==> config.mk <==
export PLATFORM = sky130hd
export DESIGN_NAME = usb_rx_eop_detect_flat
export DESIGN_NICKNAME = d
export VERILOG_FILES = /design/src/rtl/usb_rx_eop_detect_if.sv /design/src/rtl/usb_rx_eop_detect.sv /design/src/flat_wrapper.sv
export SDC_FILE = /design/constraint.sdc
export NUM_CORES = 1
export LEC_CHECK = 0
export CAP_MARGIN = 20
export CORE_AREA = 2 2 39 41
export DETAILED_ROUTE_END_ITERATION = 12
export DIE_AREA = 0 0 41 43
export GPL_TIMING_DRIVEN = 0
export PLACE_DENSITY = 0.61
export REMOVE_ABC_BUFFERS = 1
export SYNTH_ARGS = -nofsm -noshare
export SYNTH_HDL_FRONTEND = slang
export SYNTH_SLANG_ARGS = --single-unit
==> constraint.sdc <==
create_clock -name clk -period 3.4 [get_ports clk]
set_clock_uncertainty 0.15 [all_clocks]
set_input_delay 0.51 -clock clk [delete_from_list [all_inputs] [get_ports clk]]
set_output_delay 0.51 -clock clk [all_outputs]
set_load 0.01 [all_outputs]
==> src/rtl/usb_rx_eop_detect_if.sv <==
// USB full-speed RX EOP detector bus.
// Line inputs from synchronisers, EOP status out to RX control.
`timescale 1ns/1ps
interface usb_rx_eop_detect_if #(
  parameter int CNT_W = 3
);
  logic             d_plus_sync;
  logic             d_minus_sync;
  logic             shift_en;
  logic             eop;
  logic             in_eop;
  logic             eop_valid;
  logic             eop_err;
  logic [CNT_W-1:0] se0_cnt;

  modport master (
    output d_plus_sync,
    output d_minus_sync,
    output shift_en,
    input  eop,
    input  in_eop,
    input  eop_valid,
    input  eop_err,
    input  se0_cnt
  );

  modport slave (
    input  d_plus_sync,
    input  d_minus_sync,
    input  shift_en,
    output eop,
    output in_eop,
    output eop_valid,
    output eop_err,
    output se0_cnt
  );
endinterface

==> src/rtl/usb_rx_eop_detect.sv <==
// USB full-speed RX end-of-packet detector.
// Counts strobed SE0 bit-times, then requires a J trailer.
`timescale 1ns/1ps
module usb_rx_eop_detect #(
  parameter int SE0_MIN = 2,
  parameter int SE0_MAX = 4,
  parameter int J_BITS  = 1,
  parameter int CNT_W   = $clog2(SE0_MAX+1)
) (
  input logic               clk,
  input logic               n_rst,
  usb_rx_eop_detect_if.slave bus
);

  localparam int JW = (J_BITS > 1) ? $clog2(J_BITS+1) : 1;

  typedef enum logic [2:0] {
    IDLE,
    SE0,
    J_CHK,
    DONE,
    ERR
  } state_e;

  state_e           state_q, state_d;
  logic [CNT_W-1:0] se0_cnt_q, se0_cnt_d;
  logic [JW-1:0]    j_cnt_q, j_cnt_d;
  logic             in_eop_q;
  logic             valid_q;
  logic             err_q;

  logic ln_se0, ln_j, ln_k, ln_se1;

  assign ln_se0 = ~bus.d_plus_sync & ~bus.d_minus_sync;
  assign ln_j   =  bus.d_plus_sync & ~bus.d_minus_sync;
  assign ln_k   = ~bus.d_plus_sync &  bus.d_minus_sync;
  assign ln_se1 =  bus.d_plus_sync &  bus.d_minus_sync;

  assign bus.eop       = ln_se0;
  assign bus.in_eop    = in_eop_q;
  assign bus.eop_valid = valid_q;
  assign bus.eop_err   = err_q;
  assign bus.se0_cnt   = se0_cnt_q;

  always_comb begin
    state_d   = state_q;
    se0_cnt_d = se0_cnt_q;
    j_cnt_d   = j_cnt_q;
    unique case (state_q)
      IDLE: begin
        if (bus.shift_en && ln_se0) begin
          state_d   = SE0;
          se0_cnt_d = CNT_W'(1);
        end
      end
      SE0: begin
        if (bus.shift_en) begin
          unique case (1'b1)
            ln_se0: begin
              if (se0_cnt_q + CNT_W'(1) >= CNT_W'(SE0_MAX)) begin
                state_d   = ERR;
                se0_cnt_d = CNT_W'(SE0_MAX);
              end else begin
                se0_cnt_d = se0_cnt_q + CNT_W'(1);
              end
            end
            ln_j: begin
              if (se0_cnt_q < CNT_W'(SE0_MIN)) begin
                state_d = ERR;
              end else if (J_BITS == 1) begin
                state_d = DONE;
              end else begin
                state_d = J_CHK;
                j_cnt_d = JW'(1);
              end
            end
            ln_k, ln_se1: state_d = ERR;
          endcase
        end
      end
      J_CHK: begin
        if (bus.shift_en) begin
          if (ln_j) begin
            j_cnt_d = j_cnt_q + JW'(1);
            if (j_cnt_q + JW'(1) == JW'(J_BITS)) begin
              state_d = DONE;
            end
          end else begin
            state_d = ERR;
          end
        end
      end
      // Pulse states last one clock; strobes landing here are dropped
      DONE:    state_d = IDLE;
      ERR:     state_d = IDLE;
      default: state_d = IDLE;
    endcase
  end

  always_ff @(posedge clk or negedge n_rst) begin
    if (!n_rst) begin
      state_q   <= IDLE;
      se0_cnt_q <= '0;
      j_cnt_q   <= '0;
      in_eop_q  <= 1'b0;
      valid_q   <= 1'b0;
      err_q     <= 1'b0;
    end else begin
      state_q   <= state_d;
      se0_cnt_q <= se0_cnt_d;
      j_cnt_q   <= j_cnt_d;
      in_eop_q  <= (state_d == SE0) || (state_d == J_CHK);
      valid_q   <= (state_d == DONE);
      err_q     <= (state_d == ERR);
    end
  end

endmodule

==> src/flat_wrapper.sv <==
// flat-port wrapper written by rule: the top's interface ports become plain ports
module usb_rx_eop_detect_flat 
#(
  parameter int SE0_MIN = 2,
  parameter int SE0_MAX = 4,
  parameter int J_BITS  = 1,
  parameter int CNT_W   = $clog2(SE0_MAX+1)
)
  (clk, n_rst, bus_d_plus_sync, bus_d_minus_sync, bus_shift_en, bus_eop, bus_in_eop, bus_eop_valid, bus_eop_err, bus_se0_cnt);
  usb_rx_eop_detect_if #(.CNT_W(CNT_W)) bus_i ();
  input logic clk;
  input logic n_rst;
  input wire logic [$bits(bus_i.d_plus_sync)-1:0] bus_d_plus_sync;
  input wire logic [$bits(bus_i.d_minus_sync)-1:0] bus_d_minus_sync;
  input wire logic [$bits(bus_i.shift_en)-1:0] bus_shift_en;
  output wire logic [$bits(bus_i.eop)-1:0] bus_eop;
  output wire logic [$bits(bus_i.in_eop)-1:0] bus_in_eop;
  output wire logic [$bits(bus_i.eop_valid)-1:0] bus_eop_valid;
  output wire logic [$bits(bus_i.eop_err)-1:0] bus_eop_err;
  output wire logic [$bits(bus_i.se0_cnt)-1:0] bus_se0_cnt;
  assign bus_i.d_plus_sync = bus_d_plus_sync;
  assign bus_i.d_minus_sync = bus_d_minus_sync;
  assign bus_i.shift_en = bus_shift_en;
  assign bus_eop = bus_i.eop;
  assign bus_in_eop = bus_i.in_eop;
  assign bus_eop_valid = bus_i.eop_valid;
  assign bus_eop_err = bus_i.eop_err;
  assign bus_se0_cnt = bus_i.se0_cnt;
  usb_rx_eop_detect #(.SE0_MIN(SE0_MIN), .SE0_MAX(SE0_MAX), .J_BITS(J_BITS), .CNT_W(CNT_W)) u_core (.clk(clk), .n_rst(n_rst), .bus(bus_i));
endmodule
## Word-level counts from Yosys, hierarchy flattened

Index checks and enable logic that the tools add are counted.

| word-level totals | value |
|---|---|
| bits of input ports | 5 |
| register bits after elaboration | 10 |

| operators by class | value |
|---|---|
| mux-type cells | 14 |
| bitwise operators | 6 |
| add/sub/neg operators | 2 |
| reductions and logical operators | 7 |
| magnitude comparators | 2 |
| eq/ne operators | 9 |

Operators by type and width:

| cell | number |
|---|---|
| $mux W3 | 11 |
| $pmux W3 S3 | 2 |
| $eq A3 B2 Y1 const B | 3 |
| $eq A3 B1 Y1 const B | 2 |
| $pmux W3 S2 | 1 |
| $and A1 B1 Y1 | 4 |
| $ne A2 B1 Y1 const B | 2 |
| $reduce_and A4 Y1 | 1 |
| $add A3 B1 Y3 const B | 1 |
| $eq A3 B3 Y1 const B | 1 |
| $ge A3 B3 Y1 const B | 1 |
| $logic_not A3 Y1 | 1 |
| $lt A3 B2 Y1 const B | 1 |
| $reduce_and A3 Y1 | 1 |
| $ne A2 B2 Y1 const B | 1 |
| $not A1 Y1 | 2 |
| $reduce_bool A2 Y1 | 1 |
| $reduce_or A2 Y1 | 1 |
| $add A1 B1 Y1 const B | 1 |
| $logic_and A1 B1 Y1 | 1 |
| $logic_or A1 B1 Y1 | 1 |

## Depth between registers and ports, before layout

Gate-level depths: netlist of the first run.

| depth | value |
|---|---|
| word-level depth | 8 |
| gate-level depth with buffers | 6 |

## Least setup slack after synthesis of the first run

No wires, ideal clock.

| timing path | value |
|---|---|
| kind | input -> register |
| from | input port bus_d_minus_sync |
| to | register u_core.se0_cnt_q[0], in the netlist u_core.bus.se0_cnt[0] |
| arrival | 1,474 ps |
| setup slack | 1,711 ps |
| path buffers | 1 |
| cell stages on the path | 5 |
| cells stage by stage | or2_1 > or3_1 > buf_2 > a221oi_2 > a21o_1 |

| between the ends | value |
|---|---|
| longest elaborated chain between the ends | 5 |
| elaborated cells between the ends (all ways) | 6 |
| those cells by class | 2 x eq/ne; 2 x bitwise; 2 x reduce/logical |

Ends and longest elaborated chain:

| item | RTL line | text |
|---|---|---|
| start: declaration | flat_wrapper.sv:14 | `input wire logic [$bits(bus_i.d_minus_sync)-1:0] bus_d_minus_sync;` |
| $not A1 Y1 * | usb_rx_eop_detect.sv:34 | `assign ln_se0 = ~bus.d_plus_sync & ~bus.d_minus_sync;` |
| $and A1 B1 Y1 * | usb_rx_eop_detect.sv:34 |  |
| $logic_and A1 B1 Y1 | usb_rx_eop_detect.sv:51 | `if (bus.shift_en && ln_se0) begin` |
| $ne A2 B1 Y1 (no line) | -- |  |
| $reduce_and A4 Y1 (no line) * | -- |  |
| end signal: assignment | usb_rx_eop_detect.sv:110 | `se0_cnt_q <= se0_cnt_d;` |
| end: declaration | usb_rx_eop_detect.sv:26 | `logic [CNT_W-1:0] se0_cnt_q, se0_cnt_d;` |

Every way passes the cells marked *; elsewhere a longest branch is shown, timed or not.
A chain may end at the register's enable or synchronous reset.

## Worst setup path in the final report of the first run

| timing path | value |
|---|---|
| from | input port bus_d_plus_sync |
| to | output port bus_eop |

| between the ends | value |
|---|---|
| longest elaborated chain between the ends | 2 |

Ends and longest elaborated chain:

| item | RTL line | text |
|---|---|---|
| start: declaration | flat_wrapper.sv:13 | `input wire logic [$bits(bus_i.d_plus_sync)-1:0] bus_d_plus_sync;` |
| $not A1 Y1 | usb_rx_eop_detect.sv:34 |  |
| $and A1 B1 Y1 | usb_rx_eop_detect.sv:34 |  |
| end: declaration | flat_wrapper.sv:16 | `output wire logic [$bits(bus_i.eop)-1:0] bus_eop;` |

No other way between the ends.

==> impl_metrics.json, run 1 <==
{
  "outcome": "complete, no violations",
  "ys_seq_area_share_pct": 48.66,
  "cts_resized": 0,
  "path_buf_inv": 3,
  "firstDrtPassIters": 4,
  "fill_cells": 137,
  "drtIter0Drc": 16,
  "first_global_vias": 382,
  "clock-sinks": 10,
  "postCtsSetupBuffers": 0,
  "finalWorstSetupSlack_ns": 0.9280,
  "met3_usage_pct": 6.283,
  "synth_top_area_share_pct": 48.66,
  "cpMaxStageDelayCell": "clkdlybuf4s50_1",
  "vdd_drop_max_v": 0.0003753,
  "path_cells": "clkdlybuf4s50_1, or2_1, inv_1, clkdlybuf4s50_1",
  "critPathCaptureType": "primary output",
  "via_per_inst": 5.072,
  "portBuffers": 11,
  "grt_max_degree": 11,
  "wire_per_inst_um": 11.41,
  "ys_types": 22,
  "hold_buffers": 0,
  "hpwl_um": 697,
  "drive_gt1_share_pct": 10.45,
  "syn_to_final_growth_pct": 27.74,
  "clk_pin_slew_ns": 0.06,
  "syn_area_um2": 514.2,
  "crit_path_start_kind": "primary input",
  "p_leak_nw": 0.3085,
  "grt.busiest_layer": "met2",
  "syn_area_per_cell_um2": 9.350,
  "synth_top_area_cell": "dfrtp_1",
  "setup_violations": 0,
  "ios": 12,
  "ys.flop_type": "dfrtp_1",
  "max_freq_ghz": 0.4045,
  "antenna_found_initial": 0,
  "gr-usage-met1_pct": 17.73,
  "drv_slew": 0,
  "worst_pin_slew_ns": 0.4535,
  "htree_levels": 1,
  "slew_headroom_pct": 69.67,
  "die-area_mm2": 0.001763,
  "rrSetupSlack_ns": 1.63,
  "core_mm2": 0.001384,
  "n_antenna_cell": 0,
  "grt_use_total_pct": 13.82,
  "gp_congestion": 0.8112,
  "synth_commonest_cells": "10 x dfrtp_1, 9 x nor2_1, 5 x nand2_1",
  "rows": 14,
  "drtAntennaViolNets": 0,
  "cts_tree": "done",
  "die_x_um": 41,
  "rsz0062_at_grt": "false",
  "synthCells": 55,
  "cts_buffers": 3,
  "synth-edff-count": 0,
  "cpLargestDelayFamily": "buffers and inverters",
  "ys_seq_elements": 10,
  "hold_viol_final": 0,
  "grt_overflow": 0,
  "dr_total_vias": 421,
  "fin_setup_tns_ns": 0,
  "p_total_uw": 434.7,
  "drv_cap": 0,
  "layout.nets": 75,
  "final_util_pct": 47.47,
  "fin_crit_ns": 2.472,
  "grt_pass1_wl_um": 1587,
  "die_y_um": 43,
  "critPathKind": "in2out",
  "yosys_warnings": 0,
  "start_util_pct": 37.16,
  "cpPeakStageDelay_ns": 0.52,
  "p_per_area_mw_per_mm2": 661.7,
  "use_met2_pct": 18.44,
  "clk_latency_ns": 0.26,
  "crit_top_cell": "clkdlybuf4s50_1",
  "fin_crit_sh_pct": 72.71,
  "hold_class": "reg2reg",
  "wl_um": 947,
  "ys_top_cells_by_area": "dfrtp_1 49%, nor2_1 6.6%, nand2b_1 4.9%",
  "cts.path.max_buffers": 2,
  "yosysMostFrequentCell": "dfrtp_1",
  "cp_max_fo": 5,
  "cts_root_buf": "clkbuf_4",
  "async_flop_share_pct": 100.0,
  "cp_data_required_time_ns": 2.74,
  "drc_errors": 0,
  "cp_data_arrival_time_ns": 1.81,
  "post-place-ws_ns": 0.9225
}
## stage by stage
stage	cells	cell area [µm²]	hold slack (ns)
after CTS	83	656.9	0.3254
after global routing	83	656.9	0.3329
after floorplan	53	504.2	0.06441
after global placement	80	634.4	0.3139
final	83	656.9	0.3250
after detailed placement	80	634.4	0.3128
## where the power goes
group          switching (mW)  internal (mW)  leakage [nW]
registers              0.0345          0.153         0.132
clock network          0.0380         0.0407        0.0138
logic                  0.0802         0.0881         0.162
## cell type report
class	instances	area, µm²	share of cell area [%]
Timing Repair Buffer	11	110.1	16.76
Tap cell	16	20.02	3.048
Inverter	2	7.507	1.143
Sequential cell	10	250.2	38.10
Multi-Input combinational cell	41	246.5	37.52
Clock buffer	3	22.52	3.429
## layer usage
layer  vias to the layer above  share of wire [%]
met5                         -                  0
met4                         0                1.2
met3                         2                6.7
met2                        14                 47
met1                       194                 45
li1                        211                  -
## cell families after synthesis
group / synth area share, %
compound gates: 15.57
xor+xnor: 5.110
fa+ha+maj: 2.433
buf+inv: 3.407
flops: 48.66
simple gates: 24.82
## cells in the final DEF (no fill, tap or decap)
cell type	synthesis	final
a21o_1	1	1
a21oi_1	2	2
a221oi_2	1	1
a31oi_1	1	1
and2b_2	1	1
clkbuf_4	0	3
clkdlybuf4s50_1	0	11
dfrtp_1	10	10
ha_1	1	1
inv_1	2	2
nand2_1	5	5
nand2b_1	4	4
nor2_1	9	9
nor3_1	4	4
o21ai_0	3	3
o22ai_1	1	1
o22ai_2	1	1
o31ai_1	1	1
or2_1	1	1
or2b_2	1	1
or3_1	1	1
xnor2_1	1	1
xor2_1	2	2
## registers in the layout, indices dropped and copies added (netlist names)
name / count
u_core.bus.in_eop: 1
u_core.bus.se0_cnt: 3
u_core.state_q: 3
u_core.bus.eop_err: 1
u_core.j_cnt_q: 1
u_core.bus.eop_valid: 1
## final timing paths
check / startpoint / end / depth (start not counted)
max reg2reg: u_core.bus.se0_cnt[0] / u_core.bus.in_eop / 6
max in group asynchronous: n_rst / u_core.j_cnt_q / 1
min reg2reg: u_core.j_cnt_q / u_core.j_cnt_q / 1
min: u_core.j_cnt_q / u_core.j_cnt_q / 1
max: bus_d_plus_sync / bus_eop / 4
min in group asynchronous: n_rst / u_core.bus.se0_cnt[1] / 1
Note: power is estimated with default switching activity, not from simulation.
==> run 2: changes to the inputs <==
Settings changed: PLACE_DENSITY 0.61 to 0.64.
Clock period 3.4 ns to 2.2 ns, I/O delays scaled along.
==> impl_metrics.json, run 2 (same netlist as run 1, synthesis figures left out) <==
{
  "outcome": "complete, no violations",
  "wire_per_inst_um": 11.13,
  "p_leak_nw": 0.3157,
  "max_freq_ghz": 0.4751,
  "clk_latency_ns": 0.26,
  "crit_path_start_kind": "primary input",
  "drtAntennaViolNets": 0,
  "postCtsSetupBuffers": 0,
  "slew_headroom_pct": 70.40,
  "via_per_inst": 4.881,
  "rrSetupSlack_ns": 0.43,
  "portBuffers": 11,
  "path_buf_inv": 3,
  "drv_cap": 0,
  "die-area_mm2": 0.001763,
  "hold_viol_final": 0,
  "cp.depth": 4,
  "critPathKind": "in2out",
  "p_total_uw": 712.1,
  "critPathCaptureType": "primary output",
  "hold_buffers": 0,
  "hpwl_um": 717.8,
  "vdd_drop_max_v": 0.0004993,
  "layout.nets": 75,
  "firstDrtPassIters": 4,
  "syn_to_final_growth_pct": 30.41,
  "fin_setup_tns_ns": 0,
  "p_per_area_mw_per_mm2": 1062,
  "drc_errors": 0,
  "start_util_pct": 37.16,
  "cts_resized": 0,
  "finalWorstSetupSlack_ns": 0.09540,
  "drv_slew": 0,
  "cp_data_arrival_time_ns": 1.62,
  "final_cell_mix": "11 x clkdlybuf4s50_1, 10 x dfrtp_1, 9 x nor2_1, 5 x nand2_1",
  "reg2reg_depth": 6,
  "n_antenna_cell": 0,
  "cp_max_fo": 4,
  "drtIter0Drc": 3,
  "worst_pin_slew_ns": 0.4426,
  "grt_overflow": 0,
  "clock-sinks": 10,
  "first_global_vias": 392,
  "dr_total_vias": 410,
  "rows": 14,
  "die_x_um": 41,
  "setup_violations": 0,
  "clk_pin_slew_ns": 0.07,
  "cts_buffers": 3,
  "cts.path.max_buffers": 2,
  "hold_class": "in2async",
  "layout_commonest_cell": "clkdlybuf4s50_1",
  "crit_top_cell": "clkdlybuf4s50_1",
  "die_y_um": 43,
  "grt_max_degree": 11,
  "cts_tree": "done",
  "path_cells": "clkdlybuf4s50_1, or2_1, inv_1, clkdlybuf4s50_1",
  "core_mm2": 0.001384,
  "post-place-ws_ns": 0.09046,
  "drive_gt1_share_pct": 11.76,
  "cpLargestDelayFamily": "buffers and inverters",
  "cpMaxStageDelayCell": "clkdlybuf4s50_1",
  "grt_use_total_pct": 14.43,
  "worstReg2RegEnd": "u_core.bus.in_eop",
  "grt_pass1_wl_um": 1628,
  "r2r-start": "u_core.bus.se0_cnt[0]",
  "rsz0062_at_grt": "false",
  "fin_crit_ns": 2.105,
  "fin_crit_sh_pct": 95.66,
  "wl_um": 935,
  "cts_root_buf": "clkbuf_4",
  "gp_congestion": 0.8338,
  "htree_levels": 1,
  "cpPeakStageDelay_ns": 0.52,
  "cp_data_required_time_ns": 1.72,
  "antenna_found_initial": 0,
  "ios": 12
}
## run 2: cell types whose count changed in the layout (fill, tap and decap cells not counted), sizes merged
cell / before / now
clkbuf: 3 / 4
## run 2: how the worst max path moves through the flow
stage,from,end,slack (ns)
after floorplan,u_core.bus.se0_cnt[0],u_core.bus.in_eop,0.55
after global placement,bus_d_minus_sync,bus_eop,0.09
after detailed placement,bus_d_minus_sync,bus_eop,0.09
after CTS,bus_d_minus_sync,bus_eop,0.09
after global routing,bus_d_minus_sync,bus_eop,0.04
final,bus_d_minus_sync,bus_eop,0.1
## run 2: layout make-up
type,instances,area [µm²]
clock buffers,4,36.28
fillers,128,713.2
inverters,2,7.507
multi-input cells,41,246.5
flip-flops and latches,10,250.2
well taps,16,20.02
repair buffers,11,110.1
## run 2: metal layers
layer / GRT usage, % / vias up / wire length (µm)
met5: 0 / - / 0
met4: 12.00 / 0 / 19
met3: 4.712 / 2 / 37
met2: 20.00 / 8 / 468
met1: 17.06 / 189 / 409
li1: - / 211 / -
## run 2: power by group
part           internal, mW  total [mW]  switching, mW
registers             0.237       0.291         0.0545
clock network         0.100       0.162         0.0617
logic                 0.136       0.259          0.123
total                 0.473       0.712          0.240
## run 2: worst reg2reg max path, stage by stage (launching register included)
cell	delay (ns)
dfrtp_1	0.42
ha_1	0.22
xor2_1	0.31
o22ai_1	0.17
o22ai_2	0.19
xnor2_1	0.14
nor2_1	0.05
## run 2: metrics by stage
stage | area [µm²] | hold WS [ns] | std cells | utilization [%]
6_report | 670.6 | 0.2241 | 84 | 48.46
5_1_grt | 670.6 | 0.2583 | 84 | 48.46
4_1_cts | 670.6 | 0.2438 | 84 | 48.46
3_5_place_dp | 634.4 | 0.3171 | 80 | 45.84
3_3_place_gp | 634.4 | 0.3131 | 80 | 45.84
2_1_floorplan | 504.2 | -0.1156 | 53 | -
==> run 3: changes to the inputs <==
Settings changed: DONT_BUFFER_PORTS set to 1, PLACE_DENSITY 0.64 to 0.52.
==> impl_metrics.json, run 3 (same netlist as run 1, synthesis figures left out) <==
{
  "clock-sinks": 10,
  "vdd_drop_max_v": 0.0004009,
  "critPathKind": "reg2reg",
  "fin_crit_ns": 1.804,
  "grt_pass1_wl_um": 1455,
  "worst_pin_slew_ns": 0.4541,
  "fill_cells": 139,
  "fin_crit_sh_pct": 82.02,
  "slew_headroom_pct": 69.63,
  "start_util_pct": 37.16,
  "syn_to_final_growth_pct": 8.273,
  "via_per_inst": 5.384,
  "path_cells": "ha_1, xor2_1, o22ai_1, o22ai_2, xnor2_1, nor2_1",
  "cpLargestDelayFamily": "flip-flops",
  "hpwl_um": 657.4,
  "hold_slack_ns": 0.1192,
  "drtAntennaViolNets": 0,
  "dr_total_vias": 393,
  "htree_levels": 1,
  "rrSetupSlack_ns": 0.40,
  "final_area_um2": 556.8,
  "rsz0062_at_grt": "false",
  "rows": 14,
  "cpMaxStageDelayCell": "dfrtp_1",
  "min_from": "bus_shift_en",
  "cpPeakStageDelay_ns": 0.45,
  "p_leak_nw": 0.2719,
  "final_util_pct": 40.24,
  "clkPwrFrac_pct": 20.5,
  "cp_data_arrival_time_ns": 1.79,
  "wl_um": 897,
  "core_mm2": 0.001384,
  "cts_resized": 0,
  "grt_use_total_pct": 12.78,
  "critPathCaptureType": "register",
  "portBuffers": 0,
  "final_cell_mix": "10 x dfrtp_1, 9 x nor2_1, 5 x nand2_1, 4 x nand2b_1, 4 x nor3_1",
  "hold_class": "in2reg",
  "ios": 12,
  "die_x_um": 41,
  "antenna_found_initial": 0,
  "internal-power_uw": 371.5,
  "setup_violations": 0,
  "r2r-start": "u_core.bus.se0_cnt[0]",
  "crit_start": "u_core.bus.se0_cnt[0]",
  "gp_congestion": 0.7838,
  "cts_root_buf": "clkbuf_4",
  "postCtsSetupBuffers": 0,
  "n_antenna_cell": 0,
  "layout_commonest_cell": "dfrtp_1",
  "cp_max_fo": 4,
  "cts_tree": "done",
  "fin_setup_tns_ns": 0,
  "drv_cap": 0,
  "drive_gt1_share_pct": 12.28,
  "comb_power_share_pct": 27.2,
  "p_per_area_mw_per_mm2": 1074,
  "drv_slew": 0,
  "drc_errors": 0,
  "clk_pin_slew_ns": 0.07,
  "crit_path_start_kind": "register",
  "die-area_mm2": 0.001763,
  "hold_buffers": 1,
  "grt_overflow": 0,
  "grt_max_degree": 11,
  "p_total_uw": 597.8,
  "path_buf_inv": 0,
  "cp_data_required_time_ns": 2.19,
  "wire_per_inst_um": 12.29,
  "cts_buffers": 3,
  "drtIter0Drc": 9,
  "layout.nets": 65,
  "first_global_vias": 347,
  "die_y_um": 43,
  "hold_viol_final": 0,
  "clk_latency_ns": 0.26,
  "post_dp_cell_area_um2": 524.3,
  "p_seq_share_pct": 52.3,
  "sw_frac_of_total_pct": 37.85,
  "outcome": "complete, no violations",
  "max_freq_ghz": 0.5542,
  "firstDrtPassIters": 4,
  "switchingPower_uw": 226.3,
  "cts.path.max_buffers": 2
}
==> run 3: cell types whose count changed in the layout (fill, tap and decap cells not counted) <==
cell / before / now
dlygate4sd3_1: 0 / 1
clkdlybuf4s50_1: 11 / 0
clkbuf_8: 1 / 0
==> run 3: layout make-up <==
type | instances | area [µm²] | area share [%]
clock buffers | 3 | 22.52 | 4.045
inverters | 2 | 7.507 | 1.348
multi-input cells | 41 | 246.5 | 44.27
flip-flops and latches | 10 | 250.2 | 44.94
well taps | 16 | 20.02 | 3.596
repair buffers | 1 | 10.01 | 1.798
==> run 3: final timing paths <==
| path | endpoint | cells past startpoint |
|---|---|---|
| max | u_core.bus.in_eop | 6 |
| min | u_core.state_q[2] | 2 |
| max reg2reg | u_core.bus.in_eop | 6 |
| min reg2reg | u_core.j_cnt_q | 1 |
| max in group asynchronous | u_core.bus.eop_err | 1 |
| min in group asynchronous | u_core.bus.se0_cnt[2] | 1 |
==> run 3: layer usage <==
metal  routed length, µm  global-route usage [%]  vias to the layer above  share of wire, %
met4                   8                   8.000                        0              0.89
li1                    -                       -                      192                 -
met1                 387                   17.94                      182                43
met3                  65                   4.712                        2               7.2
met2                 435                   15.94                       17                48
met5                   0                       0                        -                 0
==> run 3: per-stage QoR <==
step | worst slack, ns | instances
floorplan | 0.5528 | 53
global placement | 0.3775 | 69
detailed placement | 0.3898 | 69
CTS | 0.3817 | 73
global route | 0.2407 | 73
finish | 0.3957 | 73
==> run 3: power by group through the flow <==
stage / clock network (mW) / registers [mW] / logic, mW
after floorplan: 0 / 0.303 / 0.138
after global placement: 0 / 0.319 / 0.159
after detailed placement: 0 / 0.317 / 0.159
after CTS: 0.128 / 0.314 / 0.164
after global routing: 0.142 / 0.325 / 0.185
final: 0.123 / 0.313 / 0.162
